--- config.mk ---
export PLATFORM = sky130hd
export DESIGN_NAME = gsau_wb_ctrl
export DESIGN_NICKNAME = d
export VERILOG_FILES = /design/src/rtl/sys_arr_pkg.sv /design/src/rtl/gsau_sync_fifo.sv /design/src/rtl/gsau_wb_ctrl.sv
export SDC_FILE = /design/constraint.sdc
export NUM_CORES = 2
export LEC_CHECK = 0
export CORE_ASPECT_RATIO = 0.6
export CORE_MARGIN = 2
export CORE_UTILIZATION = 55
export CTS_BUF_LIST = sky130_fd_sc_hd__clkbuf_16
export CTS_CLUSTER_SIZE = 28
export DETAILED_ROUTE_END_ITERATION = 10
export MAX_ROUTING_LAYER = met4
export PLACE_DENSITY_LB_ADDON = 0.25
export SLEW_MARGIN = 40
export SYNTH_ARGS = -nofsm -noshare
export SYNTH_HDL_FRONTEND = slang
export SYNTH_SLANG_ARGS = --single-unit
--- constraint.sdc ---
create_clock -name CLK -period 23.4 [get_ports CLK]
set_clock_uncertainty 0.05 [all_clocks]
set_input_delay 4.68 -clock CLK [delete_from_list [all_inputs] [get_ports CLK]]
set_output_delay 4.68 -clock CLK [all_outputs]
set_load 0.005 [all_outputs]
--- src/rtl/sys_arr_pkg.sv ---
// rtl/sys_arr_pkg.sv - shared types for the GSAU writeback controller
package sys_arr_pkg;

  localparam int TAG_W_DEFAULT = 8;

  typedef logic [TAG_W_DEFAULT-1:0] wb_tag_t;

  typedef enum logic {
    IDLE = 1'b0,
    RUN  = 1'b1
  } gsau_state_t;

endpackage

--- src/rtl/gsau_sync_fifo.sv ---
// rtl/gsau_sync_fifo.sv - synchronous FIFO with registered occupancy and clear
module gsau_sync_fifo #(
  parameter  int WIDTH = 8,
  parameter  int DEPTH = 4,
  localparam int AW    = (DEPTH > 1) ? $clog2(DEPTH) : 1,
  localparam int CW    = $clog2(DEPTH + 1)
) (
  input  logic             clk_i,
  input  logic             rst_i,
  input  logic             clr_i,
  input  logic             push_i,
  input  logic [WIDTH-1:0] wdata_i,
  input  logic             pop_i,
  output logic [WIDTH-1:0] rdata_o,
  output logic             full_o,
  output logic             empty_o,
  output logic [CW-1:0]    count_o
);

  logic [WIDTH-1:0] mem_q [DEPTH];
  logic [AW-1:0]    wptr_q;
  logic [AW-1:0]    rptr_q;
  logic [CW-1:0]    count_q;
  logic             do_push;
  logic             do_pop;

  assign full_o  = (count_q == CW'(DEPTH));
  assign empty_o = (count_q == '0);
  assign count_o = count_q;
  assign rdata_o = mem_q[rptr_q];

  assign do_push = push_i && !full_o;
  assign do_pop  = pop_i && !empty_o;

  always_ff @(posedge clk_i) begin
    if (do_push) begin
      mem_q[wptr_q] <= wdata_i;
    end
  end

  // Pointers wrap naturally because DEPTH is a power of two.
  always_ff @(posedge clk_i) begin
    if (rst_i || clr_i) begin
      wptr_q  <= '0;
      rptr_q  <= '0;
      count_q <= '0;
    end else begin
      if (do_push) begin
        wptr_q <= wptr_q + AW'(1);
      end
      if (do_pop) begin
        rptr_q <= rptr_q + AW'(1);
      end
      case ({do_push, do_pop})
        2'b10:   count_q <= count_q + CW'(1);
        2'b01:   count_q <= count_q - CW'(1);
        default: count_q <= count_q;
      endcase
    end
  end

endmodule

--- src/rtl/gsau_wb_ctrl.sv ---
// rtl/gsau_wb_ctrl.sv - pairs dispatched destination tags with systolic-array
// output rows and streams them to the vector-register writeback port
module gsau_wb_ctrl
  import sys_arr_pkg::*;
#(
  parameter  int DATA_W       = 512,
  parameter  int REG_W        = 8,
  parameter  int TAG_DEPTH    = 8,
  parameter  int OUT_DEPTH    = 4,
  parameter  int ROWS         = 4,
  parameter  int STALL_MARGIN = 2,
  localparam int IW           = $clog2(TAG_DEPTH + 1)
) (
  input  logic              CLK,
  input  logic              RST,
  input  logic              sb_valid,
  output logic              sb_ready,
  input  logic [REG_W-1:0]  sb_vdst,
  input  logic              sa_out_en,
  input  logic [DATA_W-1:0] sa_array_output,
  output logic              sa_out_stall,
  output logic              wb_valid,
  input  logic              wb_ready,
  output logic [REG_W-1:0]  wb_wbdst,
  output logic [DATA_W-1:0] wb_data,
  output logic              wb_last,
  input  logic              flush,
  output logic              busy,
  output logic [IW-1:0]     inflight,
  output logic              err_orphan,
  output logic              err_overflow
);

  localparam int OCW = $clog2(OUT_DEPTH + 1);
  localparam int RCW = (ROWS > 1) ? $clog2(ROWS) : 1;
  localparam int REW = $clog2(TAG_DEPTH * ROWS + ROWS + 1);

  gsau_state_t       state_q;
  logic              rdy_en_q;
  logic [RCW-1:0]    row_cnt_q, row_cnt_d;
  logic [REW-1:0]    rows_exp_q, rows_exp_d;
  logic              err_orphan_q, err_overflow_q;

  logic              tag_full, tag_empty, tag_pop;
  logic [REG_W-1:0]  head_tag;
  logic              out_full, out_empty;
  logic [OCW-1:0]    out_count;
  logic [DATA_W-1:0] out_head;

  logic              disp_fire, wb_fire, is_last;
  logic              row_orphan, row_ovf, row_push;

  // Readiness stays low through reset and comes up one cycle after release.
  assign sb_ready  = rdy_en_q && !tag_full && !flush;
  assign disp_fire = sb_valid && sb_ready;

  assign wb_valid  = !tag_empty && !out_empty;
  assign is_last   = (row_cnt_q == RCW'(ROWS - 1));
  assign wb_last   = wb_valid && is_last;
  assign wb_wbdst  = wb_valid ? (head_tag + REG_W'(row_cnt_q)) : '0;
  assign wb_data   = wb_valid ? out_head : '0;
  assign wb_fire   = wb_valid && wb_ready && !flush;
  assign tag_pop   = wb_fire && is_last;

  assign row_orphan = sa_out_en && !flush && (rows_exp_q == '0) && !disp_fire;
  assign row_ovf    = sa_out_en && !flush && !row_orphan && out_full;
  assign row_push   = sa_out_en && !flush && !row_orphan && !out_full;

  assign sa_out_stall = (out_count >= OCW'(OUT_DEPTH - STALL_MARGIN));
  assign busy         = (state_q == RUN) || !out_empty;
  assign err_orphan   = err_orphan_q;
  assign err_overflow = err_overflow_q;

  always_comb begin
    rows_exp_d = rows_exp_q;
    if (disp_fire) begin
      rows_exp_d = rows_exp_d + REW'(ROWS);
    end
    if (row_push || row_ovf) begin
      rows_exp_d = rows_exp_d - REW'(1);
    end
    row_cnt_d = row_cnt_q;
    if (wb_fire) begin
      row_cnt_d = is_last ? '0 : row_cnt_q + RCW'(1);
    end
  end

  always_ff @(posedge CLK) begin
    if (RST) begin
      state_q        <= IDLE;
      rdy_en_q       <= 1'b0;
      row_cnt_q      <= '0;
      rows_exp_q     <= '0;
      err_orphan_q   <= 1'b0;
      err_overflow_q <= 1'b0;
    end else begin
      rdy_en_q       <= 1'b1;
      err_orphan_q   <= err_orphan_q | row_orphan;
      err_overflow_q <= err_overflow_q | row_ovf;
      if (flush) begin
        state_q    <= IDLE;
        row_cnt_q  <= '0;
        rows_exp_q <= '0;
      end else begin
        row_cnt_q  <= row_cnt_d;
        rows_exp_q <= rows_exp_d;
        case (state_q)
          IDLE:    if (disp_fire) state_q <= RUN;
          RUN:     if (tag_pop && !disp_fire && inflight == IW'(1)) state_q <= IDLE;
          default: state_q <= IDLE;
        endcase
      end
    end
  end

  gsau_sync_fifo #(
    .WIDTH (REG_W),
    .DEPTH (TAG_DEPTH)
  ) u_tag_fifo (
    .clk_i   (CLK),
    .rst_i   (RST),
    .clr_i   (flush),
    .push_i  (disp_fire),
    .wdata_i (sb_vdst),
    .pop_i   (tag_pop),
    .rdata_o (head_tag),
    .full_o  (tag_full),
    .empty_o (tag_empty),
    .count_o (inflight)
  );

  gsau_sync_fifo #(
    .WIDTH (DATA_W),
    .DEPTH (OUT_DEPTH)
  ) u_out_fifo (
    .clk_i   (CLK),
    .rst_i   (RST),
    .clr_i   (flush),
    .push_i  (row_push),
    .wdata_i (sa_array_output),
    .pop_i   (wb_fire),
    .rdata_o (out_head),
    .full_o  (out_full),
    .empty_o (out_empty),
    .count_o (out_count)
  );

endmodule

== Word level (Yosys, flattened, before mapping) ==
Memories as Yosys holds them, arrays and structs flattened. A register that Yosys moved wholly into a read port is not among the register bits.
Cells that the tools add are included.

* Register bits after elaboration: 29
* Latch bits: 0
* Bits in writable memories: 2112
* Memory bits (read-only): 0
* Bits of input ports: 526
* Output and inout port bits: 531
* Logic and storage cells: 93
* Memories: 2

{| class="wikitable"
|+ Memory list
! name !! depth !! bits a word !! rd ports !! clocked after Yosys merged registers in !! write ports !! line !! text
|-
| u_out_fifo.mem_q || 4 || 512 || 1 || 1 || 1 || gsau_sync_fifo.sv:20 || <nowiki>logic [WIDTH-1:0] mem_q [DEPTH];</nowiki>
|-
| u_tag_fifo.mem_q || 8 || 8 || 1 || 1 || 1 || gsau_sync_fifo.sv:20 ||
|}

* Add/subtract/negate cells: 12
* Multiply operators: 0
* Div/mod/pow operators: 0
* $lt $le $gt $ge: 1
* Eq/ne operators: 8
* Shift operators: 0
* Mux-type cells: 19
* Bitwise operators: 3
* Reductions and logical operators: 36

{| class="wikitable"
|+ Operators with widths
! kind !! number
|-
| $mux 512 || 1
|-
| $logic_and 1x1->1 || 20
|-
| $mux 6 || 2
|-
| $add 3x1->3 const B || 3
|-
| $add 8x2->8 || 1
|-
| $mux 8 || 1
|-
| $pmux 4 s2 || 1
|-
| $logic_not 1->1 || 7
|-
| $mux 1 || 7
|-
| $add 2x1->2 const B || 3
|-
| $add 6x3->6 const B || 1
|-
| $eq 2x2->1 const B || 3
|-
| $logic_not 6->1 || 1
|-
| $mux 2 || 3
|-
| $mux 3 || 2
|-
| $pmux 3 s2 || 1
|-
| $sub 6x1->6 const B || 1
|-
| $add 4x1->4 const B || 1
|-
| $eq 2x1->1 const B || 2
|-
| $eq 4x1->1 const B || 1
|-
| $eq 4x4->1 const B || 1
|-
| $logic_not 4->1 || 1
|-
| $reduce_bool 2->1 || 2
|-
| $sub 4x1->4 const B || 1
|-
| other kinds (9) || 12
|}

== Longest topological paths before layout ==
* Word-level depth: 13
* Depth in mapped cells: 12
* Mapped depth without buffers: 12

== Hierarchy ==
Synthesis repeated with hierarchy kept, for this count alone.

* Cells, all modules: 3583
* Area total of the unflattened synthesis: 82014.9 µm²

{| class="wikitable"
|+ Modules (own cells, without submodules)
! module !! instances !! cells an instance !! area each (µm²) !! seq. area each (µm²)
|-
| gsau_sync_fifo at u_out_fifo || 1 || 2730 || 74481.4 || 61679.2
|-
| gsau_wb_ctrl || 1 || 684 || 4366.7 || 240.2
|-
| gsau_sync_fifo at u_tag_fifo || 1 || 169 || 3166.8 || 2182.1
|}

== Worst setup path before layout ==
OpenSTA, ideal clock, no wires.

* Kind: input to register
* Start point: in flush
* End point: mem u_out_fifo.mem_q[0][0] in the netlist's numbering, enable pin
* Library setup time: 0.943 ns
* Arrival time: 17.103 ns
* Required time: 22.407 ns
* Setup slack: 5.304 ns
* Stages: 4
* Buffers on the path: 0
* Path through: nand2b_1 > o31ai_1 > nor3b_2 > and2_1

* Longest elaborated chain between the ends: 11
* Elaborated cells on any way between the ends: 13
* Classes of those cells: mux: 2; reduce/logical: 11

{| class="wikitable"
|+ RTL lines
! element !! line !! text
|-
| start: declaration || gsau_wb_ctrl.sv:27 || <nowiki>input logic flush,</nowiki>
|-
| $logic_not 1->1 * || gsau_wb_ctrl.sv:54, gsau_wb_ctrl.sv:65, gsau_wb_ctrl.sv:67 ||
|-
| $logic_and 1x1->1 || gsau_wb_ctrl.sv:54 || <nowiki>assign sb_ready = rdy_en_q && !tag_full && !flush;</nowiki>
|-
| $logic_and 1x1->1 || gsau_wb_ctrl.sv:55 || <nowiki>assign disp_fire = sb_valid && sb_ready;</nowiki>
|-
| $logic_not 1->1 || gsau_wb_ctrl.sv:65 || <nowiki>assign row_orphan = sa_out_en && !flush && (rows_exp_q == '0) && !disp_fire;</nowiki>
|-
| $logic_and 1x1->1 || gsau_wb_ctrl.sv:65 ||
|-
| $logic_not 1->1 || gsau_wb_ctrl.sv:67 || <nowiki>assign row_push = sa_out_en && !flush && !row_orphan && !out_full;</nowiki>
|-
| $logic_and 1x1->1 * (2 in a row) || gsau_wb_ctrl.sv:67 ||
|-
| $logic_and 1x1->1 * || gsau_sync_fifo.sv:32 || <nowiki>assign do_push = push_i && !full_o;</nowiki>
|-
| $mux 1 * || gsau_sync_fifo.sv:36 || <nowiki>if (do_push) begin</nowiki>
|-
| $mux 1 (implied by the code) * || gsau_sync_fifo.sv:37 || <nowiki>mem_q[wptr_q] <= wdata_i;</nowiki>
|-
| end: declaration || gsau_sync_fifo.sv:20 ||
|}

Mark *: on every way between the ends. The rest lies on a longest branch, timed or not.

== Final worst setup path ==
* Start point: in flush
* End point: out sb_ready

* Longest elaborated chain between the ends: 2

{| class="wikitable"
|+ RTL lines
! element !! line !! text
|-
| $logic_not 1->1 || gsau_wb_ctrl.sv:54 ||
|-
| $logic_and 1x1->1 || gsau_wb_ctrl.sv:54 ||
|-
| end: declaration || gsau_wb_ctrl.sv:17 || <nowiki>output logic sb_ready,</nowiki>
|}

No other way between the ends.

==> results <==
- The floorplan die area is 151300 sq um.
- The flow ran to the end, and the final reports show no timing, DRC or antenna violations.
- After clock tree synthesis, the setup repair step added 0 buffers.
- The critical path goes through clkdlybuf4s50_1, nand2b_1, nor2_1, clkdlybuf4s50_1.
- The distinct cell type count after synthesis is 51.
- After detailed routing, the average wire length per cell comes to 26.94 um.
- The total of fill cells in the finished design is 9105.
- For the worst-skew pair, the clock arrives at the later sink with an insertion delay of 0.80 ns.
- The post-synthesis area per instance is 22.73 sq um.
- The number of design rule violations left after detail routing is 0.
- Excluding fillers, the count of instances in the completed layout stands at 6855.
- After detailed placement, the design holds a cell count of 6462.
- The clock tree buffer depth is 3.
- The weighted congestion reported at the end of routability-driven placement is 0.7981.
- The root buffer cell is sky130_fd_sc_hd__clkbuf_16.
- The element type at the critical path start is an input pin.
- The path category of the worst min-delay check is register to register.
- The count of flip-flops with a built-in enable after synthesis is 2112.
- The H-tree level count is 4.
- The synthesized design spends more area on one cell type than any other, namely sky130_fd_sc_hd__edfxtp_1.
- The number of sinks on the clock net is 2146.
- Summing over every cut layer, the via total after detailed routing is 39180.
- The total core area is 147200 sq um.
- The CTS tree is yes.
- VDD sags by at most 0.00007332 V.
- The first-pass GRT wire length is 266400 um.
- The initial utilization of the core area, before any placement, comes to 0.5535.
- The iteration-0 DRC count of the detailed router is 3444.
- Dividing total power by cell area gives a power density of 73.58 nW/um^2.
- The largest net degree at the start of global routing is 171.
- The cell type of the slowest stage on the worst timing path is sky130_fd_sc_hd__clkdlybuf4s50_1.
- The count of nets after finishing is 5261.
- Sorting the synthesized cells by how often they occur yields 2112 x sky130_fd_sc_hd__edfxtp_1, 519 x sky130_fd_sc_hd__and2_1, 517 x sky130_fd_sc_hd__mux4_2.
- The post-route clock period utilization is 0.4675.
- The share of flip-flops with an asynchronous set or reset after synthesis is 0.
- Summed over all layers, the routed wires come to 184700 um.
- The finished layout cell area is 100600 sq um.
- Dividing the detail-routed via count by the number of cells gives 5.716.
- The global-route usage over all layers is 0.2480.
- The first detailed-routing pass took 7 iterations.
- The setup path with the least slack is of type input pin to primary output.
- In the final layout, the share of cells above drive strength 1 is 0.1779.
- From left edge to right edge, the die measures 500.8 um.
- The count of nets left with antenna violations after detail routing is 0.
- The number of port buffers is 1056.
- Summed over all layers, the global routing overflow is 0.
- Detailed placement finished with a half-perimeter wire length of 115100 um.
- The cell area that synthesis handed to floorplanning was 81450 sq um.
- The number of setup violations in the final report is 0.
- Pin placement for this block handled 1057 I/O pins.
- By area the synthesized netlist is led by sky130_fd_sc_hd__edfxtp_1 78%, sky130_fd_sc_hd__mux4_2 14%, sky130_fd_sc_hd__and2_1 4.0%.
- The minimum period implied by the final worst setup slack is 10.94 ns.
- At the pin with the least slew margin, the transition time is 0.8177 ns.
- The via count of the first global-routing pass is 39950.
- The Yosys step of the flow raised 0 warnings.
- The post-cts hold buffer count is 0.
- The area growth from synthesis to layout is 23.56%.
- The total of flip-flops plus latches after synthesis is 2146.
- Of the post-synthesis cell area, the dominant cell type holds 0.7786.
- The CTS clock-pin slew for the worst setup and hold paths is 0.06 ns.
- Clock tree synthesis inserted a total of 187 buffers.
- The required time of the worst setup path is 18.67 ns.
- The remaining max-slew budget at the tightest pin is 0.4549.
- Of all nets on the critical path, the largest fanout is 6.
- Across the run, the number of max-cap violations was 0.
- For this run, the slowest stage of the critical path takes 0.53 ns.
- Derived from the worst setup path, the maximum achievable clock frequency is 0.09141 GHz.
- The number of cells produced by synthesis is 3583.
- The static leakage is 31.34 nW.
- Setup repair after global routing left no endpoint under its margin.
- The most common cell in the synthesized netlist is sky130_fd_sc_hd__edfxtp_1.
- Counting every net in the synthesized netlist gives 4129.
- The die height is 302.1 um.
- The number of antenna violations at the first check in global routing was 47.
- The placement-stage cell area is 94570 sq um.
- The count of buffering cells on the critical path with inverters included is 2.
- The final hold violation count came to 0.
- The most numerous cell type found on the critical path is sky130_fd_sc_hd__clkdlybuf4s50_1.
- The max-slew violation count is 0.
- Among all flip-flop cells after synthesis, the most frequent one is sky130_fd_sc_hd__edfxtp_1.
- Broken down by cell family, the worst path's largest delay share belongs to buffers and inverters.
- The floorplan has 109 rows.
- The data arrival time of the worst path is 6.21 ns.
- The final-layout setup total negative slack is 0 ns.
- The type of element capturing the critical path is a primary output.
- The share of the Yosys chip area taken by registers is 0.7870.
- The quantity of gates resized following cts is 0.
[flip-flops by register name (all words and copies together) (netlist names), 3 cells and up, named ones only]
name	flops
u_tag_fifo.count_o	4
rows_exp_q	6
u_out_fifo.mem_q	2048
u_tag_fifo.rptr_q	3
u_tag_fifo.wptr_q	3
u_tag_fifo.mem_q	64
u_out_fifo.count_o	3
[worst min-delay path, delay by kind of cell (launching register included)]
| family | cells | cell delay, ns |
|---|---|---|
| DFF | 1 | 0.31 |
| AOI/OAI and AO/OA | 2 | 0.13 |
[layout by cell type (no fill, tap or decap), types with 19 or more instances in the layout]
| master | netlist | routed |
|---|---|---|
| sky130_fd_sc_hd__buf_4 | 0 | 19 |
| sky130_fd_sc_hd__clkdlybuf4s50_1 | 0 | 1056 |
| sky130_fd_sc_hd__diode_2 | 0 | 50 |
| sky130_fd_sc_hd__dfxtp_1 | 34 | 32 |
| sky130_fd_sc_hd__and2_1 | 519 | 515 |
| sky130_fd_sc_hd__clkinv_2 | 0 | 42 |
| sky130_fd_sc_hd__nor2_1 | 34 | 31 |
| sky130_fd_sc_hd__edfxtp_1 | 2112 | 2112 |
| sky130_fd_sc_hd__inv_1 | 19 | 57 |
| sky130_fd_sc_hd__mux4_2 | 517 | 517 |
| sky130_fd_sc_hd__buf_6 | 3 | 20 |
| sky130_fd_sc_hd__clkbuf_16 | 0 | 191 |
| sky130_fd_sc_hd__clkinv_1 | 0 | 42 |
[final timing paths]
kind	from	end	slack, ns	cells past startpoint
worst max-delay path	flush	sb_ready	12.46	4
worst min register to register	state_q	state_q	0.43	2
worst max register to register	u_tag_fifo.count_o[0]	u_out_fifo.mem_q[0][65]	17.60	11
worst min-delay path	state_q	state_q	0.43	2
[power by group]
part | switching (W) | internal (W)
registers | 0.00000845 | 0.00426
clock network | 0.00134 | 0.00160
logic | 0.0000880 | 0.000113
[through the flow]
step	power [W]	setup WS (ns)	util	hold WS, ns
final	0.007405	12.46	0.6839	0.4316
after global routing	0.007628	12.37	0.6839	0.4656
after CTS	0.007468	12.48	0.6820	0.4306
after detailed placement	0.004549	12.48	0.6427	0.4213
after global placement	0.004540	12.46	0.6400	0.4060
after floorplan	0.004422	5.304	-	0.3985
[cell type report]
class / count / area, sq um / area share
multi-input combinational: 1237 / 16510 / 0.1641
antenna: 50 / 125.1 / 0.001243
clock inverter: 146 / 1003 / 0.009970
inverter: 19 / 83.83 / 0.0008329
clock buffer: 191 / 4780 / 0.04749
sequential: 2146 / 64110 / 0.6370
tap: 1942 / 2430 / 0.02414
timing repair buffer: 1124 / 11600 / 0.1153
[layer usage]
layer  track usage  vias up  part of all wire
li1              -    17030                 -
met1        0.2993    20680              0.38
met2        0.4105     1198              0.53
met3       0.06058      278             0.066
met4       0.09114        0             0.033
met5             -        -                 0
[logic make-up (layout without fill, tap and decap cells)]
kind of cell               Yosys count  after routing  synth area share
DFF                               2146           2146            0.7870
and+or+nand+nor                    623            623           0.04645
muxes                              539            539            0.1475
adders and majority gates           20             20          0.003257
AOI/OAI and AO/OA                   33             33          0.002888
other                                0             50                 0
xor gates and xnor gates            22             22          0.002366
buffers and inverters              200           1480           0.01049
Note: power is estimated with default switching activity, not from simulation.
